`src/rtl/alu_sched.sv`:
```
// Round-robin scheduler sharing one 4-bit ALU between two requesters, with registered ALU drive and result capture.
// Optional divide-by-zero flagging is enabled with the macro ALU_SCHED_DIVZERO_CHK_EN.
module alu_sched (
    input  logic       clk,
    input  logic       rst_n,
    input  logic [1:0] req_valid,
    output logic [1:0] req_ready,
    input  logic [3:0] req0_sel,
    input  logic [3:0] req1_sel,
    input  logic [3:0] req0_a,
    input  logic [3:0] req1_a,
    input  logic [3:0] req0_b,
    input  logic [3:0] req1_b,
    output logic [3:0] alu_a,
    output logic [3:0] alu_b,
    output logic [3:0] alu_sel,
    input  logic [3:0] alu_out,
    input  logic       alu_carry,
    output logic       rsp_valid,
    input  logic       rsp_ready,
    output logic       rsp_id,
    output logic [3:0] rsp_data,
    output logic       rsp_carry,
    output logic       rsp_err
);

    typedef enum logic [1:0] {IDLE, EXEC, RESP} state_t;

    state_t state, state_next;
    logic   last;
    logic   grant;
    logic   accept;
    logic   div_zero;

    always_comb begin
        grant = req_valid[1];
        if (req_valid == 2'b11) begin
            grant = ~last;
        end
    end

    // req_ready is gated by rst_n so it reads 2'b00 while reset is held
    always_comb begin
        req_ready = 2'b00;
        if (state == IDLE && rst_n && req_valid[grant]) begin
            req_ready = grant ? 2'b10 : 2'b01;
        end
    end

    assign accept    = |(req_valid & req_ready);
    assign rsp_valid = (state == RESP);

`ifdef ALU_SCHED_DIVZERO_CHK_EN
    assign div_zero = (alu_sel == 4'b0011) && (alu_b == 4'h0);
`else
    assign div_zero = 1'b0;
`endif

    always_comb begin
        state_next = state;
        case (state)
            IDLE:    if (accept) state_next = EXEC;
            EXEC:    state_next = RESP;
            RESP:    if (rsp_ready) state_next = IDLE;
            default: state_next = IDLE;
        endcase
    end

    always_ff @(posedge clk or negedge rst_n) begin
        if (!rst_n) begin
            state <= IDLE;
        end else begin
            state <= state_next;
        end
    end

    always_ff @(posedge clk or negedge rst_n) begin
        if (!rst_n) begin
            last    <= 1'b1;
            alu_a   <= 4'h0;
            alu_b   <= 4'h0;
            alu_sel <= 4'h0;
            rsp_id  <= 1'b0;
        end else if (accept) begin
            last    <= grant;
            alu_a   <= grant ? req1_a : req0_a;
            alu_b   <= grant ? req1_b : req0_b;
            alu_sel <= grant ? req1_sel : req0_sel;
            rsp_id  <= grant;
        end
    end

    // Result capture happens once, at the end of EXEC, and is then held through RESP
    always_ff @(posedge clk or negedge rst_n) begin
        if (!rst_n) begin
            rsp_data  <= 4'h0;
            rsp_carry <= 1'b0;
            rsp_err   <= 1'b0;
        end else if (state == EXEC) begin
            rsp_data  <= div_zero ? 4'hF : alu_out;
            rsp_carry <= alu_carry;
            rsp_err   <= div_zero;
        end
    end

endmodule

```
`config.mk`:
```
export PLATFORM = sky130hd
export DESIGN_NAME = alu_sched
export DESIGN_NICKNAME = d
export VERILOG_FILES = /design/src/rtl/alu_sched.sv
export SDC_FILE = /design/constraint.sdc
export NUM_CORES = 1
export LEC_CHECK = 0
export ABC_AREA = 1
export CORE_MARGIN = 5
export CORE_UTILIZATION = 40
export CTS_BUF_LIST = sky130_fd_sc_hd__clkbuf_2 sky130_fd_sc_hd__clkbuf_4 sky130_fd_sc_hd__clkbuf_8
export CTS_CLUSTER_SIZE = 14
export DETAILED_ROUTE_END_ITERATION = 10
export PLACE_DENSITY = 0.85
export SKIP_LAST_GASP = 1
export SYNTH_ARGS = -nofsm -noshare
export SYNTH_HDL_FRONTEND = slang
export SYNTH_SLANG_ARGS = --single-unit
```
`constraint.sdc`:
```
create_clock -name clk -period 1.7 [get_ports clk]
set_clock_uncertainty 0.2 [all_clocks]
set_input_delay 0.255 -clock clk [delete_from_list [all_inputs] [get_ports clk]]
set_output_delay 0.255 -clock clk [all_outputs]
set_load 0.005 [all_outputs]
```
==> impl_table.tex, run 1 <==
\begin{tabular}{lr}
\hline
Metric & Value \\
\hline
\multicolumn{2}{l}{\textbf{STA}} \\
\quad Setup repair after global routing missed its margin & true \\
\quad Max Slew Vio Count & 0 \\
\quad Minimum clock period after layout & 1.76 ns \\
\quad Min setup slack post-route & -0.0556 ns \\
\quad Final count of hold timing violations & 0 \\
\quad Share of the clock period used by the worst path & 103\% \\
\quad Final-layout setup total negative slack & -0.0556 ns \\
\quad Hold Worst Slack & 0.236 ns \\
\quad Setup Viol. Count Final & 1 \\
\quad FMAX & 570 MHz \\
\multicolumn{2}{l}{\textbf{Global route}} \\
\quad Number of global-route vias before repair & 1176 \\
\quad Met1 global-route usage & 22.2\% \\
\quad Met2 GRT Util & 29.6\% \\
\quad GRT Max-Usage Layer & met2 \\
\quad Number of antenna violations at the first check in global routing & 0 \\
\quad Total GRT Usage & 18.2\% \\
\quad Wire length of the first global-routing pass & 5120 µm \\
\quad Met3 routing resource usage after global routing & 6.92\% \\
\quad Pin count of the biggest net entering global routing & 22 \\
\quad Total overflow reported by the global router & 0 \\
\multicolumn{2}{l}{\textbf{Yosys}} \\
\quad Per-instance average area after synthesis & 7.62 µm² \\
\quad Yosys cell types & 15 \\
\quad Combined area of all synthesized cells & 0.00105 mm² \\
\quad Post-synthesis net count & 172 \\
\quad Total of warnings raised by yosys & 0 \\
\quad Flops \& latches, synth & 21 \\
\quad Number of cells produced by synthesis & 138 \\
\quad Register area share after synthesis & 50.1\% \\
\multicolumn{2}{l}{\textbf{Min path}} \\
\quad Hold crit path type & in -> async \\
\multicolumn{2}{l}{\textbf{Clock tree}} \\
\quad \# H-tree levels & 1 \\
\quad Master cell of the clock root buffer & sky130\_fd\_sc\_hd\_\_clkbuf\_4 \\
\quad Clock latency on the worst-skew pair & 0.30 ns \\
\quad Clock buffer depth & 2 \\
\quad Number of buffers inserted during clock tree synthesis & 3 \\
\quad Total clock sinks & 21 \\
\quad CTS tree & done \\
\quad CTS Hold Buffers Added & 0 \\
\quad Reg clk slew, reported paths & 0.12 ns \\
\multicolumn{2}{l}{\textbf{Detailed routing}} \\
\quad Drt first-iter violations & 38 \\
\quad Vias per cell & 4.76 \\
\quad Count of unresolved DRC violations after routing & 0 \\
\quad Vias post-DR & 1110 \\
\quad Average wire length per cell after detail routing & 13.4 µm \\
\quad Remaining antenna violation count & 0 \\
\quad Number of detailed-route iterations in the first pass & 5 \\
\quad Total wire length after detailed routing & 3110 µm \\
\multicolumn{2}{l}{\textbf{Power}} \\
\quad Share of total power in sequential cells & 39.3\% \\
\quad Clock network fraction of total power & 11.1\% \\
\quad Worst IR Drop VDD & 0.000841 V \\
\quad Switching power of the nets & 0.719 mW \\
\quad Net switching share of the total power & 33.3\% \\
\quad Part of the power in combinational logic & 49.6\% \\
\quad LEAKAGE & 0.909 nW \\
\quad Internal Pwr Total & 1.44 mW \\
\quad Power Density & 1230 mW/mm² \\
\quad Total design power & 2.16 mW \\
\multicolumn{2}{l}{\textbf{Place}} \\
\quad Count of input and output buffers & 54 \\
\quad Half-perimeter wire length of the detailed placement result & 2450 µm \\
\quad Routability Congestion & 0.814 \\
\quad Placed insts & 225 \\
\multicolumn{2}{l}{\textbf{Setup path}} \\
\quad Startpoint of the lowest-slack register-to-register path & last \\
\quad Destination of the critical timing path & req\_ready[0] \\
\quad Reg2reg end & alu\_sel[0] \\
\quad CP endpoint kind & output pin \\
\quad Start-to-end type of the worst setup path & reg -> out \\
\quad CP required & 1.24 ns \\
\quad Crit path arrival time & 1.30 ns \\
\quad Most frequent cell on the critical path & sky130\_fd\_sc\_hd\_\_nand2\_2 \\
\quad Largest fanout on the critical path & 3 \\
\quad Nature of the critical path startpoint & register \\
\quad Register-to-Register Setup Slack & 0.19 ns \\
\quad Number of cells on the worst reg-to-reg path & 8 \\
\quad Worst stage delay on the critical path & 0.56 ns \\
\quad First element of the critical path & last \\
\quad Cell with the largest stage delay on the worst path & sky130\_fd\_sc\_hd\_\_dfstp\_2 \\
\quad Sequence of cells on the critical path & nand2\_2 -> nand2\_2 -> inv\_2 -> nor2\_4 -> buf\_6 \\
\multicolumn{2}{l}{\textbf{Finish}} \\
\quad Commonest cells after routing, fill and taps aside & sky130\_fd\_sc\_hd\_\_nand2\_1 (77), sky130\_fd\_sc\_hd\_\_clkdlybuf4s50\_1 (49), sky130\_fd\_sc\_hd\_\_dfrtp\_1 (20) \\
\quad Layout area overhead & 66.4\% \\
\quad Net count, final & 238 \\
\quad Number of diodes added for antenna fixing & 0 \\
\quad Share of layout cells above drive strength 1 & 16.3\% \\
\quad Non-filler instance count after layout & 233 \\
\quad Most common library cell in the layout ignoring fill and taps & sky130\_fd\_sc\_hd\_\_nand2\_1 \\
\multicolumn{2}{l}{\textbf{Die}} \\
\quad Die width & 61.3 µm \\
\quad Core outline area & 0.00250 mm² \\
\quad Chip height & 61.3 µm \\
\quad Count of standard-cell rows & 18 \\
\quad Starting density of the core & 42.0\% \\
\quad DIE AREA & 0.00375 mm² \\
\quad I/O pin cnt & 56 \\
\multicolumn{2}{l}{\textbf{Run status}} \\
\quad Failing checks & setup timing \\
\quad Run status & finished with violations \\
\multicolumn{2}{l}{\textbf{Run}} \\
\quad MaxCap Viol Count & 0 \\
\hline
\end{tabular}
[through the flow]
step | worst slack (ns) | cell area, µm² | utilization (%)
6_report | -0.0556 | 1750 | 70.0
5_1_grt | -0.109 | 1750 | 70.0
4_1_cts | -0.241 | 1700 | 67.9
3_5_place_dp | -0.441 | 1660 | 66.5
3_3_place_gp | -0.357 | 1660 | 66.5
2_1_floorplan | 0.224 | 1050 | -
[synth_stat cells]
library cell | count | share of area [%]
sky130_fd_sc_hd__dfstp_2 | 1 | 2.5
sky130_fd_sc_hd__buf_4 | 3 | 2.1
sky130_fd_sc_hd__nand2_2 | 1 | 0.60
sky130_fd_sc_hd__inv_1 | 5 | 1.8
sky130_fd_sc_hd__nand3_2 | 1 | 0.95
sky130_fd_sc_hd__nor2_4 | 1 | 1.1
sky130_fd_sc_hd__nor2_2 | 1 | 0.60
sky130_fd_sc_hd__buf_6 | 2 | 2.1
sky130_fd_sc_hd__nand3_1 | 17 | 8.1
sky130_fd_sc_hd__dfrtp_1 | 20 | 48
sky130_fd_sc_hd__conb_1 | 1 | 0.36
sky130_fd_sc_hd__nor2_1 | 3 | 1.1
sky130_fd_sc_hd__buf_2 | 2 | 0.95
sky130_fd_sc_hd__nand2_1 | 79 | 28
sky130_fd_sc_hd__nor2_8 | 1 | 1.9
[final cells by class]
type                    instances  area (µm²)
fillers                       218         751
repair buffers                 68         658
flip-flops and latches         21         527
multi-input cells             105         480
well taps                      30        37.5
clock buffers                   3        22.5
inverters                       5        18.8
clock inverters                 1        5.00
[kinds of logic (layout without fill, tap and decap cells)]
family / count (synthesis) / in the layout / synth area share, %
buffers and inverters: 12 / 77 / 7.02
AND/OR/NAND/NOR: 104 / 104 / 42.5
other: 1 / 1 / 0.357
flip-flops: 21 / 21 / 50.1
[worst min path at each step]
stage | endpoint | cells past startpoint | startpoint | slack, ns
floorplan | alu_a[0] | 0 | rst_n | -0.24
global placement | rsp_data[0] | 2 | rsp_data[0] | 0.26
detailed placement | rsp_data[0] | 2 | rsp_data[0] | 0.26
CTS | rsp_data[1] | 2 | rst_n | 0.19
global route | last | 5 | req_valid[1] | 0.25
finish | rsp_data[1] | 2 | rst_n | 0.24
[power by group through the flow]
stage	clock, mW	sequential, mW	combinational, mW
finish	0.239	0.847	1.07
global route	0.270	0.871	1.19
CTS	0.249	0.847	1.03
detailed placement	0	0.859	1.02
global placement	0	0.850	0.980
floorplan	0	0.861	0.368
[sequential cells by signal, summed over array words and instances, names as in the netlist]
name and flops:
alu_a 4, alu_b 4, alu_sel 4, rsp_data 4, state 2, last 1, rsp_carry 1, rsp_id 1
[critical path: cells and delay by family (launching register included)]
family / cells / cell delay (ns)
AND/OR/NAND/NOR: 3 / 0.28
buffers and inverters: 2 / 0.17
flip-flops: 1 / 0.56
[repair_timing]
item,CTS,global route
gates resized for setup,6,18
setup endpoints to repair,3,6
pin swaps,0,3
buffers inserted,1,3
[layer usage]
layer  wire length [µm]  part of all wire, %  vias to the layer above
met5                  0                    0                        -
met3                333                   11                        4
met1               1210                   39                      503
li1                   -                    -                      551
met2               1530                   49                       52
met4                 34                  1.1                        0
(Power assumes the default switching activity.)
==> inputs of run 2 (changes only) <==
==> config.mk (replaced) <==
export PLATFORM = sky130hd
export DESIGN_NAME = alu_sched
export DESIGN_NICKNAME = d
export VERILOG_FILES = /design/src/rtl/alu_sched.sv
export SDC_FILE = /design/constraint.sdc
export NUM_CORES = 1
export LEC_CHECK = 0
export ABC_AREA = 1
export CAP_MARGIN = 10
export CORE_MARGIN = 5
export CORE_UTILIZATION = 38
export CTS_BUF_LIST = sky130_fd_sc_hd__clkbuf_16
export CTS_CLUSTER_SIZE = 14
export DETAILED_ROUTE_END_ITERATION = 10
export GPL_TIMING_DRIVEN = 0
export PLACE_DENSITY = 0.81
export SKIP_LAST_GASP = 1
export SYNTH_ARGS = -nofsm -noshare
export SYNTH_HDL_FRONTEND = slang
export SYNTH_SLANG_ARGS = --single-unit
==> run 2 against run 1 <==
The flow still finishes with violations (setup timing). Maximum frequency shrank 0.12%. Cell count increased by 1.7%. Worst hold slack got worse by 0.020 ns. Clock power rose by 110%. Final area grew 4.9%. Flip-flop and latch count stayed put. Combinational power hardly changed. Utilization decreased by 2.3 points. Via count fell by 1.2%. Sequential share of layout area fell by 1.3 points.
==> impl_table.tex, run 2 (synthesis results as in run 1) <==
\begin{tabular}{lr}
\hline
Metric & Value \\
\hline
\multicolumn{2}{l}{\textbf{Clock tree}} \\
\quad CTS tree & done \\
\quad Number of buffers inserted during clock tree synthesis & 3 (unchanged) \\
\quad Clock latency on the worst-skew pair & 0.25 ns (-0.05 ns) \\
\quad Reg clk slew, reported paths & 0.06 ns (-0.06 ns) \\
\quad \# H-tree levels & 1 (unchanged) \\
\quad Total clock sinks & 21 (unchanged) \\
\quad Clock buffer depth & 2 (unchanged) \\
\quad Master cell of the clock root buffer & sky130\_fd\_sc\_hd\_\_clkbuf\_16 \\
\multicolumn{2}{l}{\textbf{STA}} \\
\quad Worst slew pin tran & 0.904 ns \\
\quad Setup Viol. Count Final & 1 (unchanged) \\
\quad Hold Worst Slack & 0.216 ns (-0.0200 ns) \\
\quad FMAX & 569 MHz (-0.12\%) \\
\quad Setup repair after global routing missed its margin & true \\
\quad Final-layout setup total negative slack & -0.0577 ns (-0.00209 ns) \\
\quad Min setup slack post-route & -0.0577 ns (-0.00209 ns) \\
\quad Minimum clock period after layout & 1.76 ns (+0.00209 ns) \\
\quad Share of the clock period used by the worst path & 103\% (+0.12 points) \\
\quad Max Slew Vio Count & 0 (unchanged) \\
\quad Worst slew slack as a fraction of its limit & 39.7\% \\
\quad Final count of hold timing violations & 0 (unchanged) \\
\multicolumn{2}{l}{\textbf{Finish}} \\
\quad Share of layout cells above drive strength 1 & 15.5\% (-0.72 points) \\
\quad Most common library cell in the layout ignoring fill and taps & sky130\_fd\_sc\_hd\_\_nand2\_1 \\
\quad Net count, final & 241 (+1.3\%) \\
\quad Commonest cells after routing, fill and taps aside & sky130\_fd\_sc\_hd\_\_nand2\_1 (77), sky130\_fd\_sc\_hd\_\_clkdlybuf4s50\_1 (48), sky130\_fd\_sc\_hd\_\_dfrtp\_1 (19) \\
\quad Layout area overhead & 74.5\% \\
\quad Final core utilization & 67.7\% (-2.3 points) \\
\quad Count of filler cells inserted in the layout & 229 (+5.0\%) \\
\quad Number of diodes added for antenna fixing & 0 (unchanged) \\
\multicolumn{2}{l}{\textbf{Run}} \\
\quad MaxCap Viol Count & 0 (unchanged) \\
\multicolumn{2}{l}{\textbf{Power}} \\
\quad Share of total power in sequential cells & 34.8\% (-4.5 points) \\
\quad Worst IR Drop VDD & 0.000869 V (+3.3\%) \\
\quad Internal Pwr Total & 1.69 mW (+17\%) \\
\quad Part of the power in combinational logic & 45.1\% (-4.5 points) \\
\quad Net switching share of the total power & 30.6\% (-2.7 points) \\
\quad Clock network fraction of total power & 20.1\% (+9.0 points) \\
\quad Power Density & 1330 mW/mm² (+7.6\%) \\
\quad LEAKAGE & 0.950 nW (+4.5\%) \\
\quad Total design power & 2.43 mW (+13\%) \\
\quad Switching power of the nets & 0.745 mW (+3.5\%) \\
\multicolumn{2}{l}{\textbf{Global route}} \\
\quad Total GRT Usage & 16.6\% (-1.6 points) \\
\quad Number of antenna violations at the first check in global routing & 0 (unchanged) \\
\quad Total overflow reported by the global router & 0 (unchanged) \\
\quad Wire length of the first global-routing pass & 5350 µm (+4.5\%) \\
\quad Pin count of the biggest net entering global routing & 21 (-4.5\%) \\
\quad Number of global-route vias before repair & 1205 (+2.5\%) \\
\multicolumn{2}{l}{\textbf{Setup path}} \\
\quad CP required & 1.24 ns (about the same) \\
\quad CP top delay family & flip-flops \\
\quad Buffers and inverters on the worst path & 3 (+1) \\
\quad Worst stage delay on the critical path & 0.42 ns (-0.14 ns) \\
\quad Largest fanout on the critical path & 2 (-1) \\
\quad Nature of the critical path startpoint & register \\
\quad CP endpoint kind & output pin \\
\quad Start-to-end type of the worst setup path & reg -> out \\
\quad Sequence of cells on the critical path & buf\_12 -> nor2\_8 -> nand3\_4 -> buf\_6 -> nor2\_1 -> clkbuf\_2 \\
\quad Cell with the largest stage delay on the worst path & sky130\_fd\_sc\_hd\_\_dfrtp\_2 \\
\quad Crit path arrival time & 1.30 ns (about the same) \\
\multicolumn{2}{l}{\textbf{Die}} \\
\quad Starting density of the core & 38.8\% (-3.3 points) \\
\quad I/O pin cnt & 56 (unchanged) \\
\quad Core outline area & 0.00271 mm² (+8.4\%) \\
\quad Count of standard-cell rows & 19 (+1) \\
\quad DIE AREA & 0.00392 mm² (+4.4\%) \\
\quad Die width & 62.6 µm (+2.2\%) \\
\quad Chip height & 62.6 µm (+2.2\%) \\
\multicolumn{2}{l}{\textbf{Detailed routing}} \\
\quad Average wire length per cell after detail routing & 13.0 µm (-2.9\%) \\
\quad Vias post-DR & 1097 (-1.2\%) \\
\quad Count of unresolved DRC violations after routing & 0 (unchanged) \\
\quad Total wire length after detailed routing & 3070 µm (-1.3\%) \\
\quad Drt first-iter violations & 70 (+84\%) \\
\quad Vias per cell & 4.63 (-2.8\%) \\
\quad Number of detailed-route iterations in the first pass & 6 (+1) \\
\quad Remaining antenna violation count & 0 (unchanged) \\
\multicolumn{2}{l}{\textbf{Place}} \\
\quad Pre-CTS setup slack & -1.36 ns (-0.924 ns) \\
\quad Half-perimeter wire length of the detailed placement result & 2090 µm (-15\%) \\
\quad Count of input and output buffers & 54 (unchanged) \\
\quad Routability Congestion & 0.825 (+1.3\%) \\
\multicolumn{2}{l}{\textbf{Run status}} \\
\quad Failing checks & setup timing \\
\quad Run status & finished with violations \\
\multicolumn{2}{l}{\textbf{Min path}} \\
\quad Hold crit path type & in -> async \\
\hline
\end{tabular}
==> run 2: cell count changes in the layout (fill, tap and decap cells not counted), moves of 2 or more <==
cell	delta
sky130_fd_sc_hd__nand2_2	-3
sky130_fd_sc_hd__dlygate4sd2_1	+3
sky130_fd_sc_hd__buf_6	+3
sky130_fd_sc_hd__dlymetal6s2s_1	-2
sky130_fd_sc_hd__nand2_4	+3
sky130_fd_sc_hd__buf_2	+2
sky130_fd_sc_hd__clkbuf_16	+3
sky130_fd_sc_hd__buf_4	-5
sky130_fd_sc_hd__clkbuf_4	-3
sky130_fd_sc_hd__nor2_1	+2
==> run 2: cell type report <==
class                      count  area [µm²]  area share, %
timing repair buffer          64         621           33.8
sequential                    21         528           28.8
multi-input combinational    105         485           26.5
clock buffer                   3        75.1           4.09
buffer                         7        62.6           3.41
tap                           31        38.8           2.11
inverter                       5        18.8           1.02
clock inverter                 1        5.00          0.273
==> run 2: metrics by stage <==
step           cell area (µm²)  instances
5_1_grt                   1830        237
6_report                  1830        237
2_1_floorplan             1050        138
4_1_cts                   1810        235
3_3_place_gp              1630        223
3_5_place_dp              1630        223
==> run 2: worst paths after layout <==
kind | end | cells past startpoint | slack [ns] | start
min in group clk | last | 5 | 0.23 | rst_n
min reg2reg | rsp_carry | 2 | 0.27 | rsp_carry
max in group asynchronous | state[1] | 2 | 0.47 | rst_n
max reg2reg | alu_sel[3] | 8 | 0.23 | last
min | alu_a[0] | 2 | 0.22 | rst_n
max | req_ready[0] | 6 | -0.06 | state[1]
==> run 2: power groups by stage <==
stage | clock, mW | combinational (mW) | sequential, mW
after detailed placement | 0 | 0.976 | 0.846
after floorplan | 0 | 0.368 | 0.861
after global placement | 0 | 0.958 | 0.839
final | 0.490 | 1.10 | 0.846
after CTS | 0.501 | 1.07 | 0.842
after global routing | 0.529 | 1.22 | 0.878
==> run 2: routing by layer <==
metal / vias up / global-route usage [%] / share of wire [%]
met1: 494 / 19.8 / 42
met3: 6 / 6.12 / 7.0
met2: 39 / 27.2 / 50
met5: - / 0 / 0
met4: 0 / 6.10 / 1.0
li1: 558 / - / -
==> run 2: what timing repair did <==
item                                   CTS  global route
gates resized for setup                 19             8
setup endpoints to repair               18            22
endpoints found under the hold margin   20             0
pin swaps                                3             1
setup buffers                            6             2
hold buffers                             2             0
==> run 2: worst reg2reg max path, cell delays in order, from the launching register on <==
cell and delay, ns:
sky130_fd_sc_hd__dfstp_2 0.55, sky130_fd_sc_hd__nand2_4 0.07, sky130_fd_sc_hd__nand2_4 0.09, sky130_fd_sc_hd__buf_6 0.10, sky130_fd_sc_hd__buf_4 0.16, sky130_fd_sc_hd__nand2_1 0.08
sky130_fd_sc_hd__nand2_1 0.07, sky130_fd_sc_hd__nand2_1 0.05, sky130_fd_sc_hd__nand2_1 0.05
==> inputs of run 3 (changes only) <==
==> constraint.sdc (replaced) <==
create_clock -name clk -period 1.95 [get_ports clk]
set_clock_uncertainty 0.2 [all_clocks]
set_input_delay 0.2925 -clock clk [delete_from_list [all_inputs] [get_ports clk]]
set_output_delay 0.2925 -clock clk [all_outputs]
set_load 0.005 [all_outputs]
==> run 3 against run 2 <==
Final area down 2.7%. First-iteration DRC count down 11%. Die area unchanged. Clock power is 13% lower. Highest routed layer unchanged. Routed wire length down 3.6%. The flow now finishes without violations.
==> impl_table.tex, run 3 (synthesis results as in run 1) <==
\begin{tabular}{lr}
\hline
Metric & Value \\
\hline
\multicolumn{2}{l}{\textbf{Run status}} \\
\quad Run status & complete, no violations \\
\multicolumn{2}{l}{\textbf{Clock tree}} \\
\quad Clock latency on the worst-skew pair & 0.25 ns (about the same) \\
\quad \# H-tree levels & 1 (unchanged) \\
\quad Reg clk slew, reported paths & 0.06 ns (about the same) \\
\quad Master cell of the clock root buffer & sky130\_fd\_sc\_hd\_\_clkbuf\_16 \\
\quad Clock buffer depth & 2 (unchanged) \\
\quad Number of buffers inserted during clock tree synthesis & 3 (unchanged) \\
\quad Total clock sinks & 21 (unchanged) \\
\quad CTS tree & done \\
\multicolumn{2}{l}{\textbf{Setup path}} \\
\quad Start-to-end type of the worst setup path & reg -> out \\
\quad Largest fanout on the critical path & 4 (+2) \\
\quad Most frequent cell on the critical path & sky130\_fd\_sc\_hd\_\_nand2\_2 \\
\quad CP endpoint kind & output pin \\
\quad Buffers and inverters on the worst path & 2 (-1) \\
\quad Nature of the critical path startpoint & register \\
\quad CP top delay family & flip-flops \\
\quad Worst stage delay on the critical path & 0.54 ns (+0.12 ns) \\
\quad Sequence of cells on the critical path & nand2\_2 -> nand2\_2 -> buf\_4 -> nor2\_4 -> dlygate4sd2\_1 \\
\quad Cell with the largest stage delay on the worst path & sky130\_fd\_sc\_hd\_\_dfstp\_2 \\
\quad CP required & 1.46 ns (+0.22 ns) \\
\quad Crit path arrival time & 1.39 ns (+0.09 ns) \\
\multicolumn{2}{l}{\textbf{Global route}} \\
\quad Number of antenna violations at the first check in global routing & 0 (unchanged) \\
\quad Wire length of the first global-routing pass & 5310 µm (-0.77\%) \\
\quad Total overflow reported by the global router & 0 (unchanged) \\
\quad GRT Max-Usage Layer & met2 \\
\quad Met2 GRT Util & 27.2\% (unchanged) \\
\quad Number of global-route vias before repair & 1202 (-0.25\%) \\
\quad Met3 routing resource usage after global routing & 6.65\% (+0.54 points) \\
\quad Pin count of the biggest net entering global routing & 21 (unchanged) \\
\quad Total GRT Usage & 16.4\% (-0.19 points) \\
\quad Met1 global-route usage & 19.3\% (-0.56 points) \\
\multicolumn{2}{l}{\textbf{STA}} \\
\quad Worst slew pin tran & 0.917 ns (+0.0122 ns) \\
\quad FMAX & 530 MHz \\
\quad Minimum clock period after layout & 1.89 ns \\
\quad Share of the clock period used by the worst path & 96.7\% \\
\quad Worst slew slack as a fraction of its limit & 38.7\% (-1.0 points) \\
\quad Final count of hold timing violations & 0 (unchanged) \\
\quad Setup repair after global routing missed its margin & false \\
\quad Setup Viol. Count Final & 0 (-1) \\
\quad Max Slew Vio Count & 0 (unchanged) \\
\multicolumn{2}{l}{\textbf{Detailed routing}} \\
\quad Vias post-DR & 1090 (-0.64\%) \\
\quad Total wire length after detailed routing & 2960 µm (-3.6\%) \\
\quad Drt first-iter violations & 62 (-11\%) \\
\quad Average wire length per cell after detail routing & 12.7 µm (-2.4\%) \\
\quad Vias per cell & 4.66 (+0.64\%) \\
\quad Remaining antenna violation count & 0 (unchanged) \\
\quad Count of unresolved DRC violations after routing & 0 (unchanged) \\
\quad Number of detailed-route iterations in the first pass & 4 (-2) \\
\multicolumn{2}{l}{\textbf{Power}} \\
\quad Worst IR Drop VDD & 0.000747 V (-14\%) \\
\quad Power Density & 1150 mW/mm² (-13\%) \\
\quad LEAKAGE & 0.909 nW (-4.4\%) \\
\multicolumn{2}{l}{\textbf{Finish}} \\
\quad Post-route design area & 0.00179 mm² (-2.7\%) \\
\quad Final core utilization & 65.9\% (-1.8 points) \\
\quad Share of layout cells above drive strength 1 & 14.8\% (-0.76 points) \\
\quad Commonest cells after routing, fill and taps aside & sky130\_fd\_sc\_hd\_\_nand2\_1 (77), sky130\_fd\_sc\_hd\_\_clkdlybuf4s50\_1 (49), sky130\_fd\_sc\_hd\_\_dfrtp\_1 (19) \\
\quad Most common library cell in the layout ignoring fill and taps & sky130\_fd\_sc\_hd\_\_nand2\_1 \\
\quad Net count, final & 238 (-1.2\%) \\
\quad Number of diodes added for antenna fixing & 0 (unchanged) \\
\quad Layout area overhead & 69.9\% \\
\multicolumn{2}{l}{\textbf{Place}} \\
\quad Placed cell area & 0.00163 mm² (unchanged) \\
\quad Count of input and output buffers & 54 (unchanged) \\
\quad Half-perimeter wire length of the detailed placement result & 2090 µm (unchanged) \\
\quad Routability Congestion & 0.825 (unchanged) \\
\multicolumn{2}{l}{\textbf{Die}} \\
\quad Starting density of the core & 38.8\% (unchanged) \\
\quad Count of standard-cell rows & 19 (unchanged) \\
\quad Die width & 62.6 µm (unchanged) \\
\quad Core outline area & 0.00271 mm² (unchanged) \\
\quad DIE AREA & 0.00392 mm² (unchanged) \\
\quad Chip height & 62.6 µm (unchanged) \\
\quad I/O pin cnt & 56 (unchanged) \\
\multicolumn{2}{l}{\textbf{Min path}} \\
\quad Hold crit path type & reg -> reg \\
\multicolumn{2}{l}{\textbf{Run}} \\
\quad MaxCap Viol Count & 0 (unchanged) \\
\hline
\end{tabular}
==> run 3: cell types whose count changed in the layout (fill, tap and decap cells not counted), sizes merged <==
cell | previous run | this run
dlygate4sd3 | 1 | 2
clkbuf | 5 | 4
dlymetal6s4s | 1 | 0
clkdlybuf4s50 | 48 | 49
buf | 16 | 13
==> run 3: cell type report <==
cell class              count  area [µm²]
inverters                   5        18.8
fillers                   243         925
clock buffers               3        75.1
multi-input cells         105         473
repair buffers             61         584
flip-flops and latches     21         528
well taps                  31        38.8
plain buffers               7        62.6
clock inverters             1        5.00
==> run 3: repair_timing <==
item | in CTS | in global routing
buffers inserted | 4 | 1
setup endpoints to repair | 18 | 2
pin swaps | 2 | 1
resized for setup | 17 | 4
hold buffers | 2 | 0
endpoints found under the hold margin | 20 | 0
==> run 3: final timing paths <==
| path | start | endpoint | slack, ns | cells past startpoint |
|---|---|---|---|---|
| max in group asynchronous | rst_n | state[1] | 0.32 | 2 |
| hold / removal | rsp_carry | rsp_carry | 0.27 | 2 |
| hold reg to reg | rsp_carry | rsp_carry | 0.27 | 2 |
| setup / recovery | last | req_ready[1] | 0.06 | 5 |
| min in group asynchronous | rst_n | last | 0.45 | 2 |
| setup reg to reg | last | alu_sel[3] | 0.47 | 8 |
==> run 3: worst min-delay path, delay by kind of cell, from the launching register on <==
family | cells | cell delay (ns)
and+or+nand+nor | 2 | 0.10
DFF | 1 | 0.34
==> run 3: layer usage <==
layer	share of wire (%)	routed length (µm)	up-vias
met1	41	1210	479
met4	1.6	47	0
li1	-	-	550
met3	9.2	272	8
met2	48	1440	53
met5	0	0	-
==> run 3: per-stage QoR <==
| step | setup WS [ns] | hold slack, ns | instances | TNS (ns) | total power, mW |
|---|---|---|---|---|---|
| after CTS | 0.00597 | 0.245 | 233 | 0 | 2.07 |
| after detailed placement | -1.19 | 0.254 | 223 | -9.29 | 1.59 |
| after global placement | -1.19 | 0.253 | 223 | -8.97 | 1.57 |
| after floorplan | 0.436 | -0.203 | 138 | 0 | 1.07 |
| after global routing | 0.0111 | 0.305 | 234 | 0 | 2.23 |
| final | 0.0648 | 0.273 | 234 | 0 | 2.06 |
==> run 3: power breakdown <==
group	leakage [nW]	internal (mW)	total, mW	switching [mW]
clock	0.0409	0.275	0.425	0.150
sequential	0.260	0.631	0.740	0.109
combinational	0.608	0.525	0.891	0.366
total	0.909	1.43	2.06	0.625
